<file path="src/rtl/i2c_init_sequencer.sv">
// Walks a table of I2C register writes after start, issuing each entry as one
// write transaction through an I2C controller's enable/ready handshake.
module i2c_init_sequencer #(
    parameter int NUM_ENTRIES    = 16,
    parameter int IDX_W          = 4,
    parameter int HOLD_CYCLES    = 8,
    parameter int GAP_CYCLES     = 64,
    parameter int TIMEOUT_CYCLES = 4096
) (
    input  logic             clk,
    input  logic             reset,
    input  logic             start,
    output logic [IDX_W-1:0] tbl_index,
    input  logic [15:0]      tbl_entry,
    output logic             busy,
    output logic             done,
    output logic             error,
    output logic [IDX_W-1:0] fail_index,
    output logic             i2c_enable,
    output logic             i2c_mode,
    output logic [6:0]       i2c_periph_addr,
    output logic [7:0]       i2c_transmit_byte,
    input  logic             i2c_ready
);

    // One counter serves hold, gap and timeout since those phases never overlap.
    localparam int MAX_HG  = (HOLD_CYCLES > GAP_CYCLES) ? HOLD_CYCLES : GAP_CYCLES;
    localparam int MAX_CNT = (MAX_HG > TIMEOUT_CYCLES) ? MAX_HG : TIMEOUT_CYCLES;
    localparam int CNT_W   = $clog2(MAX_CNT + 1);

    localparam logic [CNT_W-1:0] HOLD_LAST = CNT_W'(HOLD_CYCLES - 1);
    localparam logic [CNT_W-1:0] GAP_LAST  = CNT_W'(GAP_CYCLES - 1);
    localparam logic [CNT_W-1:0] TMO_LAST  = CNT_W'(TIMEOUT_CYCLES - 1);
    localparam logic [IDX_W-1:0] LAST_IDX  = IDX_W'(NUM_ENTRIES - 1);

    typedef enum logic [2:0] {
        IDLE,
        FETCH,
        ISSUE,
        HOLD,
        WAIT_DONE,
        GAP,
        FINISH,
        ERROR
    } state_t;

    state_t           state, state_n;
    logic [IDX_W-1:0] index_n, fail_n;
    logic             busy_n, done_n, error_n, enable_n;
    logic [6:0]       addr_n;
    logic [7:0]       data_n;
    logic [CNT_W-1:0] cnt, cnt_n;
    logic             seen_low, seen_low_n;

    assign i2c_mode = 1'b1;

    always_ff @(posedge clk) begin
        if (reset) begin
            state             <= IDLE;
            tbl_index         <= '0;
            busy              <= 1'b0;
            done              <= 1'b0;
            error             <= 1'b0;
            fail_index        <= '0;
            i2c_enable        <= 1'b0;
            i2c_periph_addr   <= '0;
            i2c_transmit_byte <= '0;
            cnt               <= '0;
            seen_low          <= 1'b0;
        end else begin
            state             <= state_n;
            tbl_index         <= index_n;
            busy              <= busy_n;
            done              <= done_n;
            error             <= error_n;
            fail_index        <= fail_n;
            i2c_enable        <= enable_n;
            i2c_periph_addr   <= addr_n;
            i2c_transmit_byte <= data_n;
            cnt               <= cnt_n;
            seen_low          <= seen_low_n;
        end
    end

    always_comb begin
        state_n    = state;
        index_n    = tbl_index;
        busy_n     = busy;
        done_n     = done;
        error_n    = error;
        fail_n     = fail_index;
        enable_n   = i2c_enable;
        addr_n     = i2c_periph_addr;
        data_n     = i2c_transmit_byte;
        cnt_n      = cnt;
        seen_low_n = seen_low;

        case (state)
            IDLE: begin
                if (start) begin
                    index_n = '0;
                    done_n  = 1'b0;
                    error_n = 1'b0;
                    busy_n  = 1'b1;
                    state_n = FETCH;
                end
            end
            FETCH: begin
                addr_n  = tbl_entry[14:8];
                data_n  = tbl_entry[7:0];
                cnt_n   = '0;
                state_n = tbl_entry[15] ? FINISH : ISSUE;
            end
            ISSUE: begin
                if (i2c_ready) begin
                    enable_n   = 1'b1;
                    cnt_n      = '0;
                    seen_low_n = 1'b0;
                    state_n    = HOLD;
                end else if (cnt == TMO_LAST) begin
                    state_n = ERROR;
                end else begin
                    cnt_n = cnt + 1'b1;
                end
            end
            HOLD: begin
                if (!i2c_ready) begin
                    seen_low_n = 1'b1;
                end
                if (cnt == HOLD_LAST) begin
                    enable_n = 1'b0;
                    cnt_n    = '0;
                    state_n  = WAIT_DONE;
                end else begin
                    cnt_n = cnt + 1'b1;
                end
            end
            WAIT_DONE: begin
                // A ready that never dipped low is the idle controller's ~enable echo, not a completion.
                if (i2c_ready && seen_low) begin
                    cnt_n   = '0;
                    state_n = GAP;
                end else begin
                    if (!i2c_ready) begin
                        seen_low_n = 1'b1;
                    end
                    if (cnt == TMO_LAST) begin
                        state_n = ERROR;
                    end else begin
                        cnt_n = cnt + 1'b1;
                    end
                end
            end
            GAP: begin
                if (cnt == GAP_LAST) begin
                    if (tbl_index == LAST_IDX) begin
                        state_n = FINISH;
                    end else begin
                        index_n = tbl_index + 1'b1;
                        state_n = FETCH;
                    end
                end else begin
                    cnt_n = cnt + 1'b1;
                end
            end
            FINISH: begin
                done_n  = 1'b1;
                busy_n  = 1'b0;
                state_n = IDLE;
            end
            ERROR: begin
                error_n  = 1'b1;
                fail_n   = tbl_index;
                busy_n   = 1'b0;
                enable_n = 1'b0;
                state_n  = IDLE;
            end
            default: begin
                state_n = IDLE;
            end
        endcase
    end

endmodule

</file>
<file path="config.mk">
export PLATFORM = sky130hd
export DESIGN_NAME = i2c_init_sequencer
export DESIGN_NICKNAME = d
export VERILOG_FILES = /design/src/rtl/i2c_init_sequencer.sv
export SDC_FILE = /design/constraint.sdc
export NUM_CORES = 1
export LEC_CHECK = 0
export ABC_AREA = 1
export BUFFER_PORTS_ARGS = -buffer_cell sky130_fd_sc_hd__buf_2
export CORE_UTILIZATION = 56
export CTS_BUF_LIST = sky130_fd_sc_hd__clkbuf_4
export CTS_CLUSTER_DIAMETER = 150
export DETAILED_ROUTE_END_ITERATION = 10
export GPL_ROUTABILITY_DRIVEN = 1
export PLACE_DENSITY = 0.86
export SETUP_SLACK_MARGIN = 0.2
export SYNTH_ARGS = -nofsm -noshare
export SYNTH_HDL_FRONTEND = slang
export SYNTH_SLANG_ARGS = --single-unit
</file>
<file path="constraint.sdc">
create_clock -name clk -period 1.9 [get_ports clk]
set_input_delay 0.285 -clock clk [delete_from_list [all_inputs] [get_ports clk]]
set_output_delay 0.285 -clock clk [all_outputs]
set_load 0.05 [all_outputs]
</file>
==> impl_metrics.json, run 1 <==
{
  "grt_antenna_before_repair": 0,
  "setup.worst_path.class": "reg -> reg",
  "insertion_delay_ns": 0.35,
  "dp_hpwl_um": 3884,
  "design.core.area_um2": 3716,
  "period_needed_ns": 1.671,
  "power.density_nw_per_um2": 1392,
  "start_util_pct": 58.92,
  "layout.nets": 404,
  "antennaDiodeCount": 0,
  "clockRootBuffer": "clkbuf_4",
  "io_buffers": 46,
  "grt_usage_pct": 27.45,
  "startpoint_type": "flop",
  "routedWlPerCell_um": 13.07,
  "synth_nets": 352,
  "die_x_um": 64.53,
  "area_growth_pct": 21.49,
  "setup.worst_path.end_class": "flop",
  "worstPathRequired_ns": 2.19,
  "cts_buffer_depth": 2,
  "worst-r2r-setup-slack_ns": 0.23,
  "gr-total-overflow": 0,
  "vias_per_cell": 5.524,
  "syn_avg_cell_area_um2": 6.635,
  "holdWs_ns": 0.1432,
  "htree_levels": 2,
  "fin_crit_sh_pct": 87.97,
  "totalWireLength_um": 5634,
  "synth_top_area_share_pct": 40.23,
  "grt_pass1_vias": 2205,
  "hold_path_startpoint": "tbl_entry[7]",
  "cp.arrival_ns": 1.96,
  "num_io_pins": 48,
  "clk_pin_slew_ns": 0.13,
  "gp_congestion": 0.9555,
  "layout_setup_ws_ns": 0.2285,
  "top_layer_used": "met4",
  "hold_path.class": "in -> reg",
  "fmax_ghz": 0.5983,
  "p_leak_nw": 1.209,
  "route.vias.total": 2381,
  "ys_seq_area_share_pct": 40.23,
  "peakVddDrop_uv": 1130,
  "drtIter0Drc": 141,
  "synth.distinct_cells": 29,
  "synth_largest_area_cell": "dfxtp_1",
  "slew_violations": 0,
  "setup_viol": 0,
  "finalSetupTns_ns": 0,
  "clkSinkCount": 44,
  "dr.pass1.iters": 5,
  "drive_gt1_share_pct": 25.33,
  "fp-row-count": 22,
  "finalClockSkew_ns": 0.007810,
  "ff2ff_path_depth": 9,
  "min_path_cells": 3,
  "critical_path.max_fanout": 5,
  "drc": 0,
  "route.met3.wl_um": 293,
  "yosysMostFrequentCell": "nand2_1",
  "cap_viol_max_count": 0,
  "hold_viol": 0,
  "outcome": "finished, final reports clean",
  "rsz0062_at_grt": "no",
  "synthTopCellsByCount": "nand2_1, nor2_1, dfxtp_1",
  "cts_tree": "done",
  "stdcell_area_um2": 2660,
  "die_y_um": 64.53,
  "placed_area_um2": 2485,
  "grt_pass1_wl_um": 9066,
  "synthesis.area_um2": 2190,
  "dr_wl_met2_um": 2779,
  "p_total_w": 0.003703,
  "r2r-end": "cnt[6]",
  "dieArea_um2": 4164,
  "drtAntennaViolNets": 0,
  "cts_inserted_buffers": 5,
  "grt_max_degree": 22,
  "synth_seq_cells": 44,
  "synth_edf_count": 0,
  "pre_cts_ws_ns": 0.1378,
  "worstReg2RegStart": "cnt[0]",
  "min_to": "i2c_transmit_byte[7]",
  "async_reset_ff_share_pct": 0,
  "synthCells": 330,
  "synth.area.top_cells": "dfxtp_1, nand2_1, nor2_1",
  "ys_warn_count": 0,
  "synthFlopType": "dfxtp_1",
  "wl_met1_um": 2440
}
==> layout by cell type, fill, tap and decap left out, drive strengths merged, types with 2 or more instances in the layout <==
cell,count
xor2,2
dfxtp,44
buf,54
nor3,9
nand4,4
a21oi,25
ha,2
inv,27
nand3,41
or2,3
nor2,60
o21ai,26
clkbuf,6
nand2,71
==> per-stage QoR <==
stage,utilization (%),cells
global route,71.58,431
global placement,66.87,421
finish,71.58,431
CTS,68.99,430
detailed placement,66.87,421
floorplan,-,330
==> timing repair <==
| action | in CTS | in global routing |
|---|---|---|
| pin swaps | 1 | 4 |
| resized for setup | 4 | 26 |
| gates cloned | 1 | 0 |
| setup endpoints to repair | 12 | 20 |
| hold buffers | 0 | 0 |
| setup buffers | 0 | 1 |
==> registers in the layout, summed over array words and instances, names as in the netlist <==
name,count
cnt,13
i2c_transmit_byte,8
i2c_periph_addr,7
fail_index,4
tbl_index,4
state,3
busy,1
done,1
error,1
i2c_enable,1
seen_low,1
==> metal layers <==
layer,GRT usage (%),vias up
li1,-,1187
met1,32.03,1090
met2,48.29,87
met3,6.690,17
met4,10.00,0
met5,0,-
==> worst max-delay path by stage <==
stage / start / endpoint / slack, ns / depth (start not counted)
after floorplan: tbl_index[0] / tbl_index[2] / 0.28 / 7
after global placement: cnt[0] / cnt[10] / 0.20 / 8
after detailed placement: cnt[0] / cnt[6] / 0.14 / 9
after CTS: cnt[0] / cnt[6] / 0.19 / 9
after global routing: cnt[7] / cnt[0] / 0.15 / 9
final: cnt[0] / cnt[6] / 0.23 / 9
==> logic make-up (layout without fill, tap and decap cells) <==
group	Yosys count	in the layout	share of synthesized area [%]
AO/OA/AOI/OAI	56	56	13.37
XOR/XNOR	2	2	0.8001
AND/OR/NAND/NOR	188	189	37.49
adder cells (fa/ha/maj)	2	2	1.143
buffers and inverters	37	89	6.800
flip-flops	44	44	40.23
other	1	1	0.1713
==> report_power, final <==
group	leakage, nW	internal, W	switching [W]
Clock	0.0293	0.000156	0.000297
Sequential	0.361	0.00114	0.000151
Combinational	0.819	0.000495	0.00146
==> area by class of cell <==
| class | count | area [µm²] |
|---|---|---|
| timing repair buffer | 54 | 290.3 |
| clock buffer | 6 | 45.04 |
| fill | 326 | 1056 |
| tap | 48 | 60.06 |
| inverter | 27 | 101.3 |
| multi-input combinational | 250 | 1264 |
| clock inverter | 2 | 11.26 |
| sequential | 44 | 888.4 |
==> critical path, stage by stage, from the launching register on <==
cell     delay (ns)
dfxtp_2        0.40
ha_4           0.17
nand2_4        0.07
nor2_4         0.20
nand2_2        0.11
nor2_4         0.19
nand3_4        0.13
nand2_1        0.09
nand4_1        0.09
a21oi_1        0.16
Note: power is estimated with default switching activity, not from simulation.
==> run 2: changes to the inputs <==
- ABC_AREA: 1 -> 0
- PLACE_DENSITY: 0.86 -> 0.85
==> run 2 against run 1 <==
Compared with the run above: sequential power is 25% lower; global-route usage is 4.2 points higher; sequential cell count stayed put; the run now ends with setup timing left; critical endpoint is now cnt[9]; die area is 9.0% higher; utilization is 11 points higher; synthesized cell count is 12% lower; setup slack worse by 0.51 ns; hold slack worse by 0.011 ns; fmax is 23% lower; clock skew is 0.025 ns higher; via count is 22% higher.
==> impl_metrics.json, run 2 <==
{
  "outcome": "complete, but fails checks",
  "violations": "setup timing",
  "grt_usage_pct": 31.66,
  "worst-r2r-setup-slack_ns": -0.28,
  "top_register": "cnt",
  "reg_top3": "cnt: 13 flops, i2c_transmit_byte: 8 flops, i2c_periph_addr: 7 flops",
  "stdcell_area_um2": 3336,
  "area_growth_pct": 39.44,
  "finalClockSkew_ns": 0.03252,
  "fmax_ghz": 0.4581,
  "grt_max_degree": 38,
  "synth_top_area_share_pct": 36.82,
  "synthCells": 289,
  "drive_gt1_share_pct": 43.95,
  "gp_congestion": 0.8863,
  "synth_edf_count": 0,
  "dr.pass1.iters": 5,
  "worstPathRequired_ns": 2.20,
  "hold_path_startpoint": "tbl_entry[13]",
  "grt_pass1_wl_um": 10700,
  "largest_reg_flops": 13,
  "synth_largest_area_cell": "dfxtp_1",
  "cts_inserted_buffers": 5,
  "cts_tree": "done",
  "start_util_pct": 58.96,
  "p_leak_nw": 1.328,
  "route.vias.total": 2899,
  "synth_nets": 311,
  "maxSlewHeadroom_pct": 57.56,
  "synth_seq_cells": 44,
  "worst_pin_slew_ns": 0.6328,
  "antennaDiodeCount": 0,
  "critical_path.max_fanout": 8,
  "setup_viol": 18,
  "routedWlPerCell_um": 20.33,
  "layout.nets": 401,
  "dp_hpwl_um": 4628,
  "power.density_nw_per_um2": 590.9,
  "final_common_cell": "buf_4",
  "synthesis.area_um2": 2392,
  "rsz0062_at_grt": "yes",
  "synth.distinct_cells": 58,
  "synthFlopType": "dfxtp_1",
  "yosysMostFrequentCell": "dfxtp_1",
  "placed_area_um2": 2904,
  "setup.worst_path.class": "reg -> reg",
  "ctsHoldBuffers": 0,
  "peakVddDrop_uv": 529.1,
  "pre_cts_ws_ns": -0.2549,
  "dieArea_um2": 4537,
  "r2r-end": "cnt[9]",
  "drc": 0,
  "totalWireLength_um": 8744,
  "ff2ff_path_depth": 6,
  "gr-total-overflow": 0,
  "clkSinkCount": 44,
  "hold_viol": 0,
  "num_io_pins": 48,
  "syn_avg_cell_area_um2": 8.278,
  "period_needed_ns": 2.183,
  "layout_common_cells": "buf_4, buf_2, nand2_1",
  "io_buffers": 46,
  "p_total_w": 0.001971,
  "startpoint_type": "flop",
  "cts_buffer_depth": 2,
  "crit_path_end": "cnt[9]",
  "worstReg2RegStart": "cnt[9]",
  "grt_antenna_before_repair": 0,
  "grt_pass1_vias": 2323,
  "vias_per_cell": 6.742,
  "synthTopCellsByCount": "dfxtp_1, nand2_1, a21oi_1",
  "htree_levels": 2,
  "setup.worst_path.end_class": "flop",
  "hold_path.class": "in -> reg",
  "slew_violations": 0,
  "clk_pin_slew_ns": 0.16,
  "final_cells": 430,
  "layout_setup_ws_ns": -0.2830,
  "startpoint": "cnt[9]",
  "clockRootBuffer": "clkbuf_4",
  "nFillCells": 223,
  "cap_viol_max_count": 0,
  "ys_warn_count": 0,
  "async_reset_ff_share_pct": 0,
  "finalSetupTns_ns": -2.774,
  "drtIter0Drc": 335,
  "fp-row-count": 23,
  "design.core.area_um2": 4058,
  "insertion_delay_ns": 0.38,
  "cp.arrival_ns": 2.49,
  "drtAntennaViolNets": 0,
  "dpl.cell_count": 412,
  "ys_seq_area_share_pct": 36.82,
  "synth.area.top_cells": "dfxtp_1, nand2_1, a21oi_1",
  "die_y_um": 67.36,
  "fin_crit_sh_pct": 114.9,
  "die_x_um": 67.36
}
run 2: changes by cell type after synthesis, sizes merged, moves of 6 or more:
cell / previous run / this run
a221oi: 0 / 6
nor2: 60 / 18
inv: 27 / 8
nand2: 71 / 43
or3: 0 / 6
nand3: 40 / 10
o21ai: 26 / 16
clkbuf: 6 / 16
run 2: cells by family after synthesis:
| logic type | Yosys count | share of synthesized area, % |
|---|---|---|
| adder cells (fa/ha/maj) | 2 | 1.046 |
| buffers and inverters | 29 | 8.211 |
| other | 1 | 0.1568 |
| XOR/XNOR | 2 | 0.7324 |
| flip-flops | 44 | 36.82 |
| AND/OR/NAND/NOR | 116 | 25.26 |
| AO/OA/AOI/OAI | 92 | 26.52 |
| multiplexers | 3 | 1.255 |
run 2: area by class of cell:
type	count	area, µm²	share of cell area (%)
flip-flops and latches	44	890.9	26.71
repair buffers	102	685.7	20.56
clock buffers	5	37.54	1.125
multi-input cells	217	1607	48.16
inverters	9	33.78	1.013
well taps	50	62.56	1.875
clock inverters	3	18.77	0.5626
run 2: per-stage QoR:
stage | util [%] | hold WS, ns
6_report | 82.21 | 0.1326
5_1_grt | 82.21 | 0.1233
4_1_cts | 76.72 | 0.1345
3_5_place_dp | 71.57 | 0.4431
3_3_place_gp | 71.57 | 0.4387
2_1_floorplan | - | 0.4210
run 2: power by group:
part | total (W) | internal (W) | switching, W
Clock | 0.000480 | 0.000140 | 0.000340
Combinational | 0.000515 | 0.000167 | 0.000347
Sequential | 0.000977 | 0.000958 | 0.0000192
Total | 0.00197 | 0.00126 | 0.000706
run 2: timing repair:
item	CTS	global route
gates resized for setup	30	30
cloned	1	0
pin swaps	16	18
setup endpoints to repair	21	25
setup buffers	3	6
run 2: worst min-delay path by stage:
stage / slack, ns / to / cells past startpoint
final: 0.13 / i2c_periph_addr[5] / 3
after floorplan: 0.42 / i2c_periph_addr[3] / 2
after detailed placement: 0.44 / i2c_transmit_byte[0] / 2
after CTS: 0.13 / i2c_transmit_byte[3] / 3
after global routing: 0.12 / i2c_transmit_byte[0] / 3
after global placement: 0.44 / i2c_transmit_byte[6] / 2
run 2: per-layer routing:
metal	global-route usage (%)	wire, µm	part of all wire, %	vias to the layer above
met5	0	0	0	-
met4	18.88	587	6.7	0
met3	6.419	888	10	66
met2	51.88	4082	47	258
met1	37.92	3186	36	1324
li1	-	-	-	1251
run 2: critical path: stages (launching register included):
cell	delay (ns)
dfxtp_2	0.36
or4_4	0.59
or4_4	0.47
o21ai_2	0.14
buf_6	0.17
o31ai_2	0.12
a21oi_2	0.25
